### config.mk
export PLATFORM = sky130hd
export DESIGN_NAME = limb_master_flat
export DESIGN_NICKNAME = d
export VERILOG_FILES = /design/src/rtl/limb_master_if.sv /design/src/rtl/limb_master.sv /design/src/flat_wrapper.sv
export SDC_FILE = /design/constraint.sdc
export NUM_CORES = 1
export LEC_CHECK = 0
export BUFFER_PORTS_ARGS = -buffer_cell sky130_fd_sc_hd__buf_4
export CAP_MARGIN = 15
export CORE_MARGIN = 8
export CORE_UTILIZATION = 47
export CTS_BUF_LIST = sky130_fd_sc_hd__clkbuf_8
export DETAILED_ROUTE_END_ITERATION = 10
export PLACE_DENSITY = 0.75
export SYNTH_ARGS = -nofsm -noshare
export SYNTH_HDL_FRONTEND = slang
export SYNTH_SLANG_ARGS = --single-unit
### constraint.sdc
create_clock -name limb_clk -period 5.7 [get_ports limb_clk]
set_input_delay 1.14 -clock limb_clk [delete_from_list [all_inputs] [get_ports limb_clk]]
set_output_delay 1.14 -clock limb_clk [all_outputs]
set_load 0.005 [all_outputs]
### src/rtl/limb_master_if.sv
// -----------------------------------------------------------------------------
// limb_master_if
// Bundles the command/response handshake and the LIMB byte bus of limb_master.
//   cmd_*      : command offer (valid/ready), direction, sequential hint,
//                36-bit word address, 32-bit write data
//   rsp_*      : one-cycle completion pulse, timeout flag, read data
//   limb_d_*   : split byte bus; the chip top merges d_out/d_oe/d_in into
//                a single inout pad
//   limb_start : address-phase marker, limb_nrd: 0=read, limb_nwait: 0=busy
//   busy       : master is not idle
// Modport 'master' is the limb_master side; 'slave' is the opposite side.
// -----------------------------------------------------------------------------
interface limb_master_if;
  logic        cmd_valid;
  logic        cmd_ready;
  logic        cmd_we;
  logic        cmd_seq;
  logic [35:0] cmd_adr;
  logic [31:0] cmd_dat;

  logic        rsp_valid;
  logic        rsp_err;
  logic [31:0] rsp_dat;

  logic [7:0]  limb_d_out;
  logic        limb_d_oe;
  logic [7:0]  limb_d_in;
  logic        limb_start;
  logic        limb_nrd;
  logic        limb_nwait;

  logic        busy;

  modport master (
    input  cmd_valid, cmd_we, cmd_seq, cmd_adr, cmd_dat, limb_d_in, limb_nwait,
    output cmd_ready, rsp_valid, rsp_err, rsp_dat,
           limb_d_out, limb_d_oe, limb_start, limb_nrd, busy
  );

  modport slave (
    output cmd_valid, cmd_we, cmd_seq, cmd_adr, cmd_dat, limb_d_in, limb_nwait,
    input  cmd_ready, rsp_valid, rsp_err, rsp_dat,
           limb_d_out, limb_d_oe, limb_start, limb_nrd, busy
  );
endinterface

### src/rtl/limb_master.sv
// -----------------------------------------------------------------------------
// limb_master
// Byte-wide LIMB bus master. Accepts one command at a time, sends a 5-byte
// address phase (skipped for eligible sequential accesses), then 4 write bytes
// or a read turnaround, waits on the slave's nwait handshake with a timeout,
// collects 4 read bytes, and emits a one-cycle response.
// Ports:
//   limb_clk   : clock
//   reset      : synchronous, active-high reset
//   m          : limb_master_if.master (command, response and LIMB bus)
// Parameters:
//   TIMEOUT_CYCLES : WAIT cycles with nwait low before the access is aborted
//   SYNC_STAGES    : depth of the limb_nwait synchronizer
// All bus, handshake and response outputs come straight from flops.
// -----------------------------------------------------------------------------
module limb_master #(
  parameter int TIMEOUT_CYCLES = 1024,
  parameter int SYNC_STAGES    = 2
) (
  input  logic          limb_clk,
  input  logic          reset,
  limb_master_if.master m
);

  localparam int CNT_W = ($clog2(TIMEOUT_CYCLES) > 16) ? $clog2(TIMEOUT_CYCLES) : 16;
  localparam logic [CNT_W-1:0] CNT_LAST = CNT_W'(TIMEOUT_CYCLES - 1);

  typedef enum logic [4:0] {
    S_IDLE,
    S_ADR0, S_ADR1, S_ADR2, S_ADR3, S_ADR4,
    S_WDAT0, S_WDAT1, S_WDAT2, S_WDAT3,
    S_RTURN, S_GUARD, S_WAIT,
    S_RDAT0, S_RDAT1, S_RDAT2, S_RDAT3,
    S_DONE
  } state_t;

  // FSM and transaction context
  state_t             state_q, state_d;
  logic               we_q, we_d;
  logic [35:0]        adr_q, adr_d;
  logic [31:0]        dat_q, dat_d;
  logic [CNT_W-1:0]   cnt_q, cnt_d;
  logic [23:0]        rd_buf_q, rd_buf_d;

  // Record of the last completed transaction for sequential continuation
  logic               prev_vld_q, prev_vld_d;
  logic               prev_we_q, prev_we_d;
  logic [35:0]        prev_adr_q, prev_adr_d;

  // Registered outputs
  logic               cmd_ready_q, cmd_ready_d;
  logic               busy_q, busy_d;
  logic               start_q, start_d;
  logic               nrd_q, nrd_d;
  logic               oe_q, oe_d;
  logic [7:0]         dout_q, dout_d;
  logic               rsp_valid_q, rsp_valid_d;
  logic               rsp_err_q, rsp_err_d;
  logic [31:0]        rsp_dat_q, rsp_dat_d;

  logic [SYNC_STAGES-1:0] nwait_sync_q;
  logic                   nwait_s;
  logic                   seq_ok;
  logic                   timeout;

  assign nwait_s = nwait_sync_q[SYNC_STAGES-1];

  // Skip the address phase only when the slave's auto-incremented address is
  // known to match: same direction, low byte +1 without carry into [35:8].
  assign seq_ok = m.cmd_seq && prev_vld_q && (m.cmd_we == prev_we_q) &&
                  (m.cmd_adr[7:0] == prev_adr_q[7:0] + 8'd1) &&
                  (m.cmd_adr[35:8] == prev_adr_q[35:8]);

  // ---------------------------------------------------------------------------
  // Next-state and context logic
  // ---------------------------------------------------------------------------
  always_comb begin
    // NOTE: every signal assigned here gets a default first so no path can
    // leave it unassigned and infer a latch.
    state_d    = state_q;
    we_d       = we_q;
    adr_d      = adr_q;
    dat_d      = dat_q;
    cnt_d      = cnt_q;
    rd_buf_d   = rd_buf_q;
    rsp_dat_d  = rsp_dat_q;
    prev_vld_d = prev_vld_q;
    prev_we_d  = prev_we_q;
    prev_adr_d = prev_adr_q;
    timeout    = 1'b0;

    case (state_q)
      S_IDLE: begin
        if (m.cmd_valid) begin
          we_d  = m.cmd_we;
          adr_d = m.cmd_adr;
          dat_d = m.cmd_dat;
          if (seq_ok) state_d = m.cmd_we ? S_WDAT0 : S_RTURN;
          else        state_d = S_ADR0;
        end
      end
      S_ADR0:  state_d = S_ADR1;
      S_ADR1:  state_d = S_ADR2;
      S_ADR2:  state_d = S_ADR3;
      S_ADR3:  state_d = S_ADR4;
      S_ADR4:  state_d = we_q ? S_WDAT0 : S_RTURN;
      S_WDAT0: state_d = S_WDAT1;
      S_WDAT1: state_d = S_WDAT2;
      S_WDAT2: state_d = S_WDAT3;
      S_WDAT3: state_d = S_GUARD;
      S_RTURN: state_d = S_GUARD;
      S_GUARD: begin
        // nwait is ignored here: the slave needs a cycle to drop its ready flag
        cnt_d   = '0;
        state_d = S_WAIT;
      end
      S_WAIT: begin
        if (nwait_s) begin
          state_d = we_q ? S_DONE : S_RDAT0;
        end else if (cnt_q == CNT_LAST) begin
          timeout = 1'b1;
          state_d = S_DONE;
        end else begin
          cnt_d = cnt_q + CNT_W'(1);
        end
      end
      S_RDAT0: begin rd_buf_d[7:0]   = m.limb_d_in; state_d = S_RDAT1; end
      S_RDAT1: begin rd_buf_d[15:8]  = m.limb_d_in; state_d = S_RDAT2; end
      S_RDAT2: begin rd_buf_d[23:16] = m.limb_d_in; state_d = S_RDAT3; end
      S_RDAT3: begin
        // Publish the whole word at once so rsp_dat only changes on completion
        rsp_dat_d = {m.limb_d_in, rd_buf_q};
        state_d   = S_DONE;
      end
      S_DONE: begin
        prev_vld_d = ~rsp_err_q;
        prev_we_d  = we_q;
        prev_adr_d = adr_q;
        state_d    = S_IDLE;
      end
      default: state_d = S_IDLE;
    endcase
  end

  // ---------------------------------------------------------------------------
  // Output decode from the upcoming state, so the registered outputs line up
  // with the state they belong to. Uses the _d context because the first
  // address/data byte must appear on the accept edge itself.
  // ---------------------------------------------------------------------------
  always_comb begin
    start_d     = 1'b0;
    nrd_d       = 1'b1;
    oe_d        = 1'b1;
    dout_d      = 8'h00;
    cmd_ready_d = (state_d == S_IDLE);
    busy_d      = (state_d != S_IDLE);
    rsp_valid_d = (state_d == S_DONE);
    rsp_err_d   = timeout;

    case (state_d)
      S_ADR0:  begin start_d = 1'b1; dout_d = adr_d[7:0]; end
      S_ADR1:  dout_d = adr_d[15:8];
      S_ADR2:  dout_d = adr_d[23:16];
      S_ADR3:  dout_d = adr_d[31:24];
      S_ADR4:  dout_d = {4'b0000, adr_d[35:32]};
      S_WDAT0: dout_d = dat_d[7:0];
      S_WDAT1: dout_d = dat_d[15:8];
      S_WDAT2: dout_d = dat_d[23:16];
      S_WDAT3: dout_d = dat_d[31:24];
      S_RTURN, S_RDAT0, S_RDAT1, S_RDAT2, S_RDAT3: begin
        nrd_d = 1'b0;
        oe_d  = 1'b0;
      end
      // Read keeps the bus released until the response; write keeps driving
      S_GUARD, S_WAIT, S_DONE: begin
        nrd_d = we_d;
        oe_d  = we_d;
      end
      default: ;
    endcase
  end

  // ---------------------------------------------------------------------------
  // State, context and output registers
  // ---------------------------------------------------------------------------
  always_ff @(posedge limb_clk) begin
    // NOTE: sequential state uses non-blocking assignments so every flop
    // samples pre-edge values regardless of statement order.
    if (reset) begin
      state_q     <= S_IDLE;
      we_q        <= 1'b0;
      adr_q       <= '0;
      dat_q       <= '0;
      cnt_q       <= '0;
      rd_buf_q    <= '0;
      prev_vld_q  <= 1'b0;
      prev_we_q   <= 1'b0;
      prev_adr_q  <= '0;
      cmd_ready_q <= 1'b1;
      busy_q      <= 1'b0;
      start_q     <= 1'b0;
      nrd_q       <= 1'b1;
      oe_q        <= 1'b1;
      dout_q      <= 8'h00;
      rsp_valid_q <= 1'b0;
      rsp_err_q   <= 1'b0;
      rsp_dat_q   <= '0;
    end else begin
      state_q     <= state_d;
      we_q        <= we_d;
      adr_q       <= adr_d;
      dat_q       <= dat_d;
      cnt_q       <= cnt_d;
      rd_buf_q    <= rd_buf_d;
      prev_vld_q  <= prev_vld_d;
      prev_we_q   <= prev_we_d;
      prev_adr_q  <= prev_adr_d;
      cmd_ready_q <= cmd_ready_d;
      busy_q      <= busy_d;
      start_q     <= start_d;
      nrd_q       <= nrd_d;
      oe_q        <= oe_d;
      dout_q      <= dout_d;
      rsp_valid_q <= rsp_valid_d;
      rsp_err_q   <= rsp_err_d;
      rsp_dat_q   <= rsp_dat_d;
    end
  end

  // nwait synchronizer; resets to "ready" so no stale busy is seen after reset
  always_ff @(posedge limb_clk) begin
    if (reset) begin
      nwait_sync_q <= '1;
    end else begin
      nwait_sync_q[0] <= m.limb_nwait;
      for (int i = 1; i < SYNC_STAGES; i++) nwait_sync_q[i] <= nwait_sync_q[i-1];
    end
  end

  assign m.cmd_ready  = cmd_ready_q;
  assign m.busy       = busy_q;
  assign m.limb_start = start_q;
  assign m.limb_nrd   = nrd_q;
  assign m.limb_d_oe  = oe_q;
  assign m.limb_d_out = dout_q;
  assign m.rsp_valid  = rsp_valid_q;
  assign m.rsp_err    = rsp_err_q;
  assign m.rsp_dat    = rsp_dat_q;

endmodule

### src/flat_wrapper.sv
// flat-port wrapper written by rule: the top's interface ports become plain ports
module limb_master_flat 
#(
  parameter int TIMEOUT_CYCLES = 1024,
  parameter int SYNC_STAGES    = 2
)
  (limb_clk, reset, m_cmd_valid, m_cmd_we, m_cmd_seq, m_cmd_adr, m_cmd_dat, m_limb_d_in, m_limb_nwait, m_cmd_ready, m_rsp_valid, m_rsp_err, m_rsp_dat, m_limb_d_out, m_limb_d_oe, m_limb_start, m_limb_nrd, m_busy);
  limb_master_if m_i ();
  input  logic limb_clk;
  input  logic reset;
  input wire logic [$bits(m_i.cmd_valid)-1:0] m_cmd_valid;
  input wire logic [$bits(m_i.cmd_we)-1:0] m_cmd_we;
  input wire logic [$bits(m_i.cmd_seq)-1:0] m_cmd_seq;
  input wire logic [$bits(m_i.cmd_adr)-1:0] m_cmd_adr;
  input wire logic [$bits(m_i.cmd_dat)-1:0] m_cmd_dat;
  input wire logic [$bits(m_i.limb_d_in)-1:0] m_limb_d_in;
  input wire logic [$bits(m_i.limb_nwait)-1:0] m_limb_nwait;
  output wire logic [$bits(m_i.cmd_ready)-1:0] m_cmd_ready;
  output wire logic [$bits(m_i.rsp_valid)-1:0] m_rsp_valid;
  output wire logic [$bits(m_i.rsp_err)-1:0] m_rsp_err;
  output wire logic [$bits(m_i.rsp_dat)-1:0] m_rsp_dat;
  output wire logic [$bits(m_i.limb_d_out)-1:0] m_limb_d_out;
  output wire logic [$bits(m_i.limb_d_oe)-1:0] m_limb_d_oe;
  output wire logic [$bits(m_i.limb_start)-1:0] m_limb_start;
  output wire logic [$bits(m_i.limb_nrd)-1:0] m_limb_nrd;
  output wire logic [$bits(m_i.busy)-1:0] m_busy;
  assign m_i.cmd_valid = m_cmd_valid;
  assign m_i.cmd_we = m_cmd_we;
  assign m_i.cmd_seq = m_cmd_seq;
  assign m_i.cmd_adr = m_cmd_adr;
  assign m_i.cmd_dat = m_cmd_dat;
  assign m_i.limb_d_in = m_limb_d_in;
  assign m_i.limb_nwait = m_limb_nwait;
  assign m_cmd_ready = m_i.cmd_ready;
  assign m_rsp_valid = m_i.rsp_valid;
  assign m_rsp_err = m_i.rsp_err;
  assign m_rsp_dat = m_i.rsp_dat;
  assign m_limb_d_out = m_i.limb_d_out;
  assign m_limb_d_oe = m_i.limb_d_oe;
  assign m_limb_start = m_i.limb_start;
  assign m_limb_nrd = m_i.limb_nrd;
  assign m_busy = m_i.busy;
  limb_master #(.TIMEOUT_CYCLES(TIMEOUT_CYCLES), .SYNC_STAGES(SYNC_STAGES)) u_core (.limb_clk(limb_clk), .reset(reset), .m(m_i));
endmodule
==> results.json, run 1 <==
{
  "slew_headroom_pct": 26.4,
  "async_flop_share_pct": 0,
  "post_cts_buffers": 0,
  "synth.avg_cell_area_um2": 8.30,
  "post-place-ws_ns": 2.11,
  "seq_area_frac_synth_pct": 48.1,
  "synth_top_area_cell": "dfxtp_1",
  "drive_gt1_share_pct": 16.9,
  "maxCapViolations": 0,
  "drt_first_pass_iters": 5,
  "rsz0062_at_grt": "false",
  "tightest_slew_ns": 1.10,
  "num_io_pins": 129,
  "ff2ff_setup_slack_ns": 2.08,
  "final_common_cell": "nand2_1",
  "syn_area_um2": 8330,
  "worst_clock_skew_ns": 0.0179,
  "period_needed_ns": 3.62,
  "ant_nets": 0,
  "drcViolationCount": 0,
  "die_h_um": 149,
  "synth_top_area_share_pct": 48.1,
  "worstPathRequired_ns": 6.04,
  "numPortBuffers": 128,
  "die_x_um": 149,
  "cts_htree_levels": 4,
  "clkTransAtPathRegs_ns": 0.10,
  "slew_viol_final": 0,
  "grt_pass1_vias": 6666,
  "start_util_pct": 48.1,
  "cts.path.max_buffers": 2,
  "vias": 7196,
  "clock_sink_count": 200,
  "grt_pass1_wl_mm": 35.3,
  "dpl.hpwl_mm": 15.6,
  "fillerInstances": 1623,
  "reg2reg_to": "u_core.m.limb_d_out[2]$_SDFF_PP0_",
  "cts-hold-fix-buffers": 0,
  "hold_path_depth": 1,
  "synth_seq_cells": 200,
  "clk_latency_ns": 0.47,
  "cts_root_buf": "clkbuf_8",
  "synthCells": 1003,
  "arrival_ns": 3.95,
  "synth_edf_count": 0,
  "core_um2": 17300,
  "ys.flop_type": "dfxtp_1",
  "timing.setup.tns_ns": 0,
  "drtIter0Drc": 714,
  "setup_ws_ns": 2.08,
  "r2r-start": "u_core.state_q[4]$_SDFF_PP0_",
  "layout_common_cells": "nand2_1, dfxtp_1, buf_4",
  "ctsResizeCount": 0,
  "syn2layout_area_growth_pct": 16.7,
  "cp_max_fo": 49,
  "worstSetupStartpointType": "register",
  "grt_max_degree": 74,
  "setup_viol": 0,
  "wire_per_inst_um": 16.8,
  "hold_viol": 0,
  "synth_fp_nets": 1087,
  "diodes": 0,
  "via_per_inst": 5.40,
  "synth_warnings": 0,
  "hp-start": "u_core.nwait_sync_q[0]$_SDFF_PP1_",
  "final_net_count": 1180,
  "cts_buffers": 17,
  "status": "complete, no violations",
  "register_area_um2": 4000,
  "finalCritPeriodShare_pct": 63.4,
  "gp_congestion": 0.891,
  "leakagePower_nw": 3.71,
  "hold_path_class": "register to register",
  "drt_wl_total_mm": 22.3,
  "synthDistinctLibCells": 57,
  "vdd.ir_drop.worst_mv": 0.250,
  "multi_input_area_um2": 4070,
  "max_freq_ghz": 0.277,
  "r2r_cells": 7,
  "dieArea_um2": 22200,
  "num_rows": 48,
  "overflow": 0,
  "antenna_found_initial": 0,
  "cts_tree": "done",
  "worstSetupEndpointType": "register",
  "power_density_nw_per_um2": 276,
  "synth_area_leaders": "dfxtp_1, nand2_1, a21oi_1, mux2i_1, xor2_1",
  "min_to": "u_core.nwait_sync_q[1]$_SDFF_PP1_",
  "worstSetupPathType": "register to register",
  "grt_usage_pct": 19.7
}
-- sequential cells by signal (all words and copies together), names as in the netlist --
register,flops
u_core.m.cmd_ready,1
u_core.rd_buf_q,24
u_core.m.limb_nrd,1
u_core.prev_adr_q,36
u_core.m.limb_d_out,8
u_core.nwait_sync_q,2
u_core.m.rsp_valid,1
u_core.m.rsp_dat,32
u_core.dat_q,32
u_core.cnt_q,16
u_core.m.limb_start,1
u_core.adr_q,36
u_core.m.rsp_err,1
u_core.prev_we_q,1
u_core.state_q,5
u_core.prev_vld_q,1
u_core.m.busy,1
u_core.we_q,1
-- stage by stage --
stage          power [mW]  area, um2  hold slack (ns)  cells  utilization (%)
2_1_floorplan        1.75       8330            0.389   1003                -
3_5_place_dp         1.89       9390            0.398   1302             54.3
4_1_cts              2.69       9720            0.431   1332             56.2
3_3_place_gp         1.89       9390            0.408   1302             54.3
5_1_grt              2.78       9720            0.447   1332             56.2
6_report             2.68       9720            0.429   1332             56.2
-- final cells by class --
class                           instances  share of cell area, %
Sequential cell                       200                   41.2
Clock buffer                           17                   2.41
Timing Repair Buffer                  135                   10.4
Multi-Input combinational cell        736                   41.8
Clock inverter                         13                  0.979
Tap cell                              225                   2.90
Inverter                                6                  0.232
-- cells by family (layout without fill, tap and decap cells) --
logic type | count (synthesis) | in the layout | share of synthesized area (%)
compound gates | 197 | 197 | 14.0
xor+xnor | 50 | 50 | 5.26
fa+ha+maj | 2 | 2 | 0.300
buf+inv | 67 | 171 | 3.19
flops | 200 | 200 | 48.1
mux | 54 | 54 | 6.57
simple gates | 433 | 433 | 22.6
-- critical path: stages (launching register included) --
cell and delay [ns]:
dfxtp_1 0.46, nor3_1 0.63, and3_2 1.07, buf_4 0.49
mux2i_1 0.28, o22ai_1 0.12, nor3_1 0.28, a31oi_1 0.13
-- cells in the mapped netlist (3+ instances only) --
cell,count
nor3_1,6
nand2b_1,4
nand2_1,254
a221oi_1,3
nor2b_1,7
inv_1,6
o21ai_0,13
dfxtp_1,200
or4_1,4
a211oi_1,6
nand4_1,13
a21oi_1,128
mux2_2,5
nand3b_1,3
or2_2,4
xor2_1,43
nor2_1,87
o2bb2ai_1,3
a22oi_1,5
and2_1,6
clkbuf_1,50
mux2i_1,49
buf_2,8
and3_1,6
xnor2_1,7
a31oi_1,5
nor4_1,9
o22ai_1,14
nand3_1,16
-- worst max path at each step --
stage,startpoint,cells past startpoint,slack (ns),to
final,u_core.state_q[4]$_SDFF_PP0_,7,2.08,u_core.m.limb_d_out[2]$_SDFF_PP0_
after detailed placement,m_cmd_valid,7,2.11,u_core.m.limb_d_out[2]$_SDFF_PP0_
after CTS,u_core.state_q[4]$_SDFF_PP0_,7,2.13,u_core.m.limb_d_out[2]$_SDFF_PP0_
after floorplan,m_cmd_adr[16],7,2.61,u_core.m.limb_d_out[7]$_SDFF_PP0_
after global placement,m_cmd_valid,7,2.14,u_core.m.limb_d_out[2]$_SDFF_PP0_
after global routing,u_core.state_q[4]$_SDFF_PP0_,7,1.93,u_core.m.limb_d_out[2]$_SDFF_PP0_
-- metal layers --
metal	track usage [%]	vias to the layer above	share of wire, %
met3	4.52	17	6.1
met5	0	-	0
li1	-	3578	-
met2	32.1	213	48
met4	5.65	0	1.2
met1	25.7	3388	45
-- power by group --
part	internal (mW)	leakage, nW	switching, mW
Sequential	1.46	1.62	0.0407
Clock	0.303	0.176	0.511
Combinational	0.146	1.91	0.223
Total	1.90	3.71	0.775
Note: power is estimated with default switching activity, not from simulation.
==> run 2, diff against run 1 <==
PLACE_DENSITY = 0.78   (was 0.75)
clock period = 3.1 ns   (was 5.7 ns; I/O delays follow)
==> results.json, run 2 (synthesis results as in run 1) <==
{
  "die_h_um": 149,
  "core_um2": 17300,
  "status": "complete, no violations",
  "clock_sink_count": 200,
  "worstSetupStartpointType": "register",
  "maxCapViolations": 0,
  "final_net_count": 1197,
  "num_io_pins": 129,
  "drive_gt1_share_pct": 18.2,
  "drtIter0Drc": 574,
  "gp_congestion": 0.888,
  "cts-hold-fix-buffers": 0,
  "max_freq_ghz": 0.369,
  "clkTransAtPathRegs_ns": 0.11,
  "timing.setup.tns_ns": 0,
  "ant_nets": 0,
  "setup_viol": 0,
  "setup_ws_ns": 0.392,
  "drt_first_pass_iters": 5,
  "timing.hold.ws_ns": 0.318,
  "slew_headroom_pct": 48.7,
  "arrival_ns": 3.06,
  "p_comb_share_pct": 13.7,
  "cts_tree": "done",
  "via_per_inst": 5.44,
  "dieArea_um2": 22200,
  "cts_root_buf": "clkbuf_8",
  "rsz0062_at_grt": "false",
  "num_rows": 48,
  "syn2layout_area_growth_pct": 19.2,
  "grt_pass1_wl_mm": 36.8,
  "leakagePower_nw": 3.83,
  "die_x_um": 149,
  "cts_htree_levels": 4,
  "largestRegisters": "u_core.adr_q x36, u_core.prev_adr_q x36",
  "ctsResizeCount": 0,
  "drt_wl_total_mm": 22.9,
  "vias": 7353,
  "antenna_found_initial": 0,
  "numPortBuffers": 128,
  "hold_path_class": "input pin to register",
  "start_util_pct": 48.1,
  "layout_common_cells": "nand2_1, dfxtp_1, buf_4",
  "worstSetupPathType": "register to register",
  "clk_latency_ns": 0.48,
  "finalCritPeriodShare_pct": 87.4,
  "worstPathRequired_ns": 3.46,
  "switching_power_mw": 1.49,
  "dpl_cell_area_um2": 9510,
  "fin_cells": 1351,
  "cts_buffers": 17,
  "grt_max_degree": 78,
  "power_density_nw_per_um2": 524,
  "hold_viol": 0,
  "final_common_cell": "nand2_1",
  "vdd.ir_drop.worst_mv": 0.373,
  "cp_max_fo": 10,
  "worstSetupEndpointType": "register",
  "cts.path.max_buffers": 2,
  "pwr-share-clk_pct": 33.5,
  "drcViolationCount": 0,
  "overflow": 0,
  "power_mw": 5.21,
  "worst_clock_skew_ns": 0.0148,
  "final_area_um2": 9930,
  "final_core_util_pct": 57.4,
  "wire_per_inst_um": 17.0,
  "pwr-share-seq_pct": 52.8,
  "dpl.hpwl_mm": 16.3,
  "post-place-ws_ns": 0.0736,
  "sw_frac_of_total_pct": 28.6,
  "tightest_slew_ns": 0.769,
  "period_needed_ns": 2.71,
  "place_inst": 1319,
  "grt_pass1_vias": 7070,
  "grt_usage_pct": 20.6,
  "diodes": 0,
  "slew_viol_final": 0,
  "p_int_mw": 3.72,
  "post_cts_buffers": 0
}
-- run 2: area by class of cell --
type / instances / area, um2
Tap cell: 225 / 282
Inverter: 6 / 22.5
Fill cell: 1558 / 7370
Clock buffer: 17 / 234
Timing Repair Buffer: 152 / 1140
Sequential cell: 200 / 4000
Clock inverter: 15 / 186
Multi-Input combinational cell: 736 / 4060
-- run 2: metal layers --
| metal | track usage (%) | wire length [um] | up-vias |
|---|---|---|---|
| li1 | - | - | 3609 |
| met1 | 25.9 | 10000 | 3481 |
| met2 | 34.0 | 11100 | 234 |
| met3 | 4.85 | 1360 | 29 |
| met4 | 6.81 | 469 | 0 |
| met5 | 0 | 0 | - |
-- run 2: path summary, 6_finish.rpt --
kind                                      from                                 to  slack [ns]  cells after the start
min reg2reg  u_core.nwait_sync_q[0]$_SDFF_PP1_  u_core.nwait_sync_q[1]$_SDFF_PP1_        0.43                      1
max reg2reg  u_core.prev_adr_q[0]$_SDFFE_PP0N_  u_core.m.limb_d_out[0]$_SDFF_PP0_        0.39                      8
max          u_core.prev_adr_q[0]$_SDFFE_PP0N_  u_core.m.limb_d_out[0]$_SDFF_PP0_        0.39                      8
min                               m_limb_nwait  u_core.nwait_sync_q[0]$_SDFF_PP1_        0.32                      2
-- run 2: worst max-delay path: stages, from the launching register on --
cell,delay [ns]
dfxtp_1,0.46
ha_1,0.22
nand3_1,0.14
o21ai_0,0.36
nand4bb_4,0.15
a2111oi_4,0.56
a21oi_2,0.24
a221oi_1,0.35
a21oi_1,0.11
-- run 2: power by group through the flow --
stage | Clock, mW | Combinational [mW] | Sequential [mW]
global route | 1.88 | 0.772 | 2.76
floorplan | 0 | 0.442 | 2.77
CTS | 1.77 | 0.705 | 2.74
finish | 1.75 | 0.713 | 2.75
detailed placement | 0 | 0.703 | 2.80
global placement | 0 | 0.693 | 2.80
==> run 3, diff against run 2 <==
CORE_ASPECT_RATIO = 1.4   (was not set)
==> results.json, run 3 (synthesis results as in run 1) <==
{
  "post-place-ws_ns": 0.126,
  "grt_usage_pct": 20.9,
  "drt_wl_total_mm": 23.2,
  "final_net_count": 1195,
  "overflow": 0,
  "cts_htree_levels": 4,
  "fin_cells": 1361,
  "cp_max_fo": 20,
  "drive_gt1_share_pct": 18.1,
  "grt_max_degree": 88,
  "start_util_pct": 48.1,
  "core_um2": 17300,
  "leakagePower_nw": 3.81,
  "syn2layout_area_growth_pct": 19.0,
  "worstSetupEndpointType": "register",
  "setup_viol": 0,
  "worstSetupPathType": "register to register",
  "rsz0062_at_grt": "false",
  "cts-hold-fix-buffers": 0,
  "grt_pass1_vias": 7297,
  "place_inst": 1328,
  "post_cts_buffers": 0,
  "hold_viol": 0,
  "num_rows": 57,
  "cts_buffers": 17,
  "drtIter0Drc": 654,
  "r2r-start": "u_core.state_q[1]$_SDFF_PP0_",
  "worst_clock_skew_ns": 0.0144,
  "crit_path_cell_trace": "nor2_1, and3_2, buf_4, mux2i_1, o221ai_1, a221oi_1, a21oi_1",
  "ctsResizeCount": 0,
  "num_io_pins": 129,
  "startpoint": "u_core.state_q[1]$_SDFF_PP0_",
  "antenna_found_initial": 1,
  "clkTransAtPathRegs_ns": 0.11,
  "numPortBuffers": 128,
  "wire_per_inst_um": 17.0,
  "hold_path_class": "input pin to register",
  "finalCritPeriodShare_pct": 89.7,
  "dieArea_um2": 22300,
  "arrival_ns": 3.14,
  "status": "complete, no violations",
  "slew_viol_final": 0,
  "ant_nets": 0,
  "cpPeakStageDelay_ns": 0.58,
  "max_freq_ghz": 0.360,
  "vdd.ir_drop.worst_mv": 0.317,
  "slew_headroom_pct": 38.4,
  "layout_common_cells": "nand2_1, dfxtp_1, buf_4",
  "via_per_inst": 5.46,
  "setup_ws_ns": 0.320,
  "drcViolationCount": 0,
  "tightest_slew_ns": 0.923,
  "largestRegisters": "u_core.adr_q x36, u_core.prev_adr_q x36",
  "grt_pass1_wl_mm": 37.3,
  "worstSetupStartpointType": "register",
  "clock_sink_count": 200,
  "clk_latency_ns": 0.48,
  "hp-start": "m_limb_nwait",
  "critPathSlowestCell": "and3_2",
  "dpl.hpwl_mm": 16.8,
  "die_h_um": 174,
  "worstPathRequired_ns": 3.46,
  "maxCapViolations": 0,
  "cts.path.max_buffers": 2,
  "die_x_um": 129,
  "timing.setup.tns_ns": 0,
  "cts_root_buf": "clkbuf_8",
  "vias": 7433,
  "gp_congestion": 0.890,
  "power_density_nw_per_um2": 518,
  "cts_tree": "done",
  "final_core_util_pct": 57.2,
  "drt_first_pass_iters": 5,
  "final_common_cell": "nand2_1",
  "period_needed_ns": 2.78
}
-- run 3: cell types whose count changed in the layout (fill, tap and decap cells not counted), sizes merged --
cell / delta
buf: -2
clkinv: +1
inv: -2
diode: +1
bufinv: -1
clkbuf: +2
-- run 3: critical path: cells and delay by family, from the launching register on --
kind                   cells  cell delay, ns
muxes                      1            0.31
AOI/OAI and AO/OA          3            0.52
buffers and inverters      1            0.40
DFF                        1            0.45
and+or+nand+nor            2            0.98
-- run 3: metrics by stage --
| step | hold slack [ns] | total power, mW | cell area (um2) |
|---|---|---|---|
| detailed placement | 0.404 | 3.51 | 9510 |
| floorplan | 0.389 | 3.22 | 8330 |
| global placement | 0.403 | 3.50 | 9510 |
| global route | 0.310 | 5.34 | 9910 |
| finish | 0.334 | 5.13 | 9910 |
| CTS | 0.306 | 5.15 | 9910 |
-- run 3: layout make-up --
| cell class | count | area [um2] |
|---|---|---|
| Inverter | 6 | 22.5 |
| Clock inverter | 13 | 139 |
| Fill cell | 1616 | 7420 |
| Clock buffer | 19 | 262 |
| Antenna cell | 1 | 2.50 |
| Multi-Input combinational cell | 736 | 4060 |
| Tap cell | 236 | 295 |
| Timing Repair Buffer | 150 | 1130 |
| Sequential cell | 200 | 4000 |
-- run 3: final timing paths --
path | slack, ns | cells past startpoint | to
hold reg to reg | 0.42 | 1 | u_core.nwait_sync_q[1]$_SDFF_PP1_
setup reg to reg | 0.32 | 7 | u_core.m.limb_d_out[7]$_SDFF_PP0_
hold / removal | 0.33 | 2 | u_core.nwait_sync_q[0]$_SDFF_PP1_
setup / recovery | 0.32 | 7 | u_core.m.limb_d_out[7]$_SDFF_PP0_
-- run 3: routing by layer --
layer	routed length (um)	vias up	part of all wire, %	track usage [%]
met5	0	-	0	0
met4	1030	0	4.5	11.2
met3	1240	64	5.3	4.19
met2	11800	254	51	36.0
met1	9150	3499	39	23.6
li1	-	3616	-	-
-- run 3: power by group --
| part | switching (mW) | internal, mW |
|---|---|---|
| combinational | 0.430 | 0.289 |
| clock | 0.968 | 0.702 |
| sequential | 0.0665 | 2.68 |
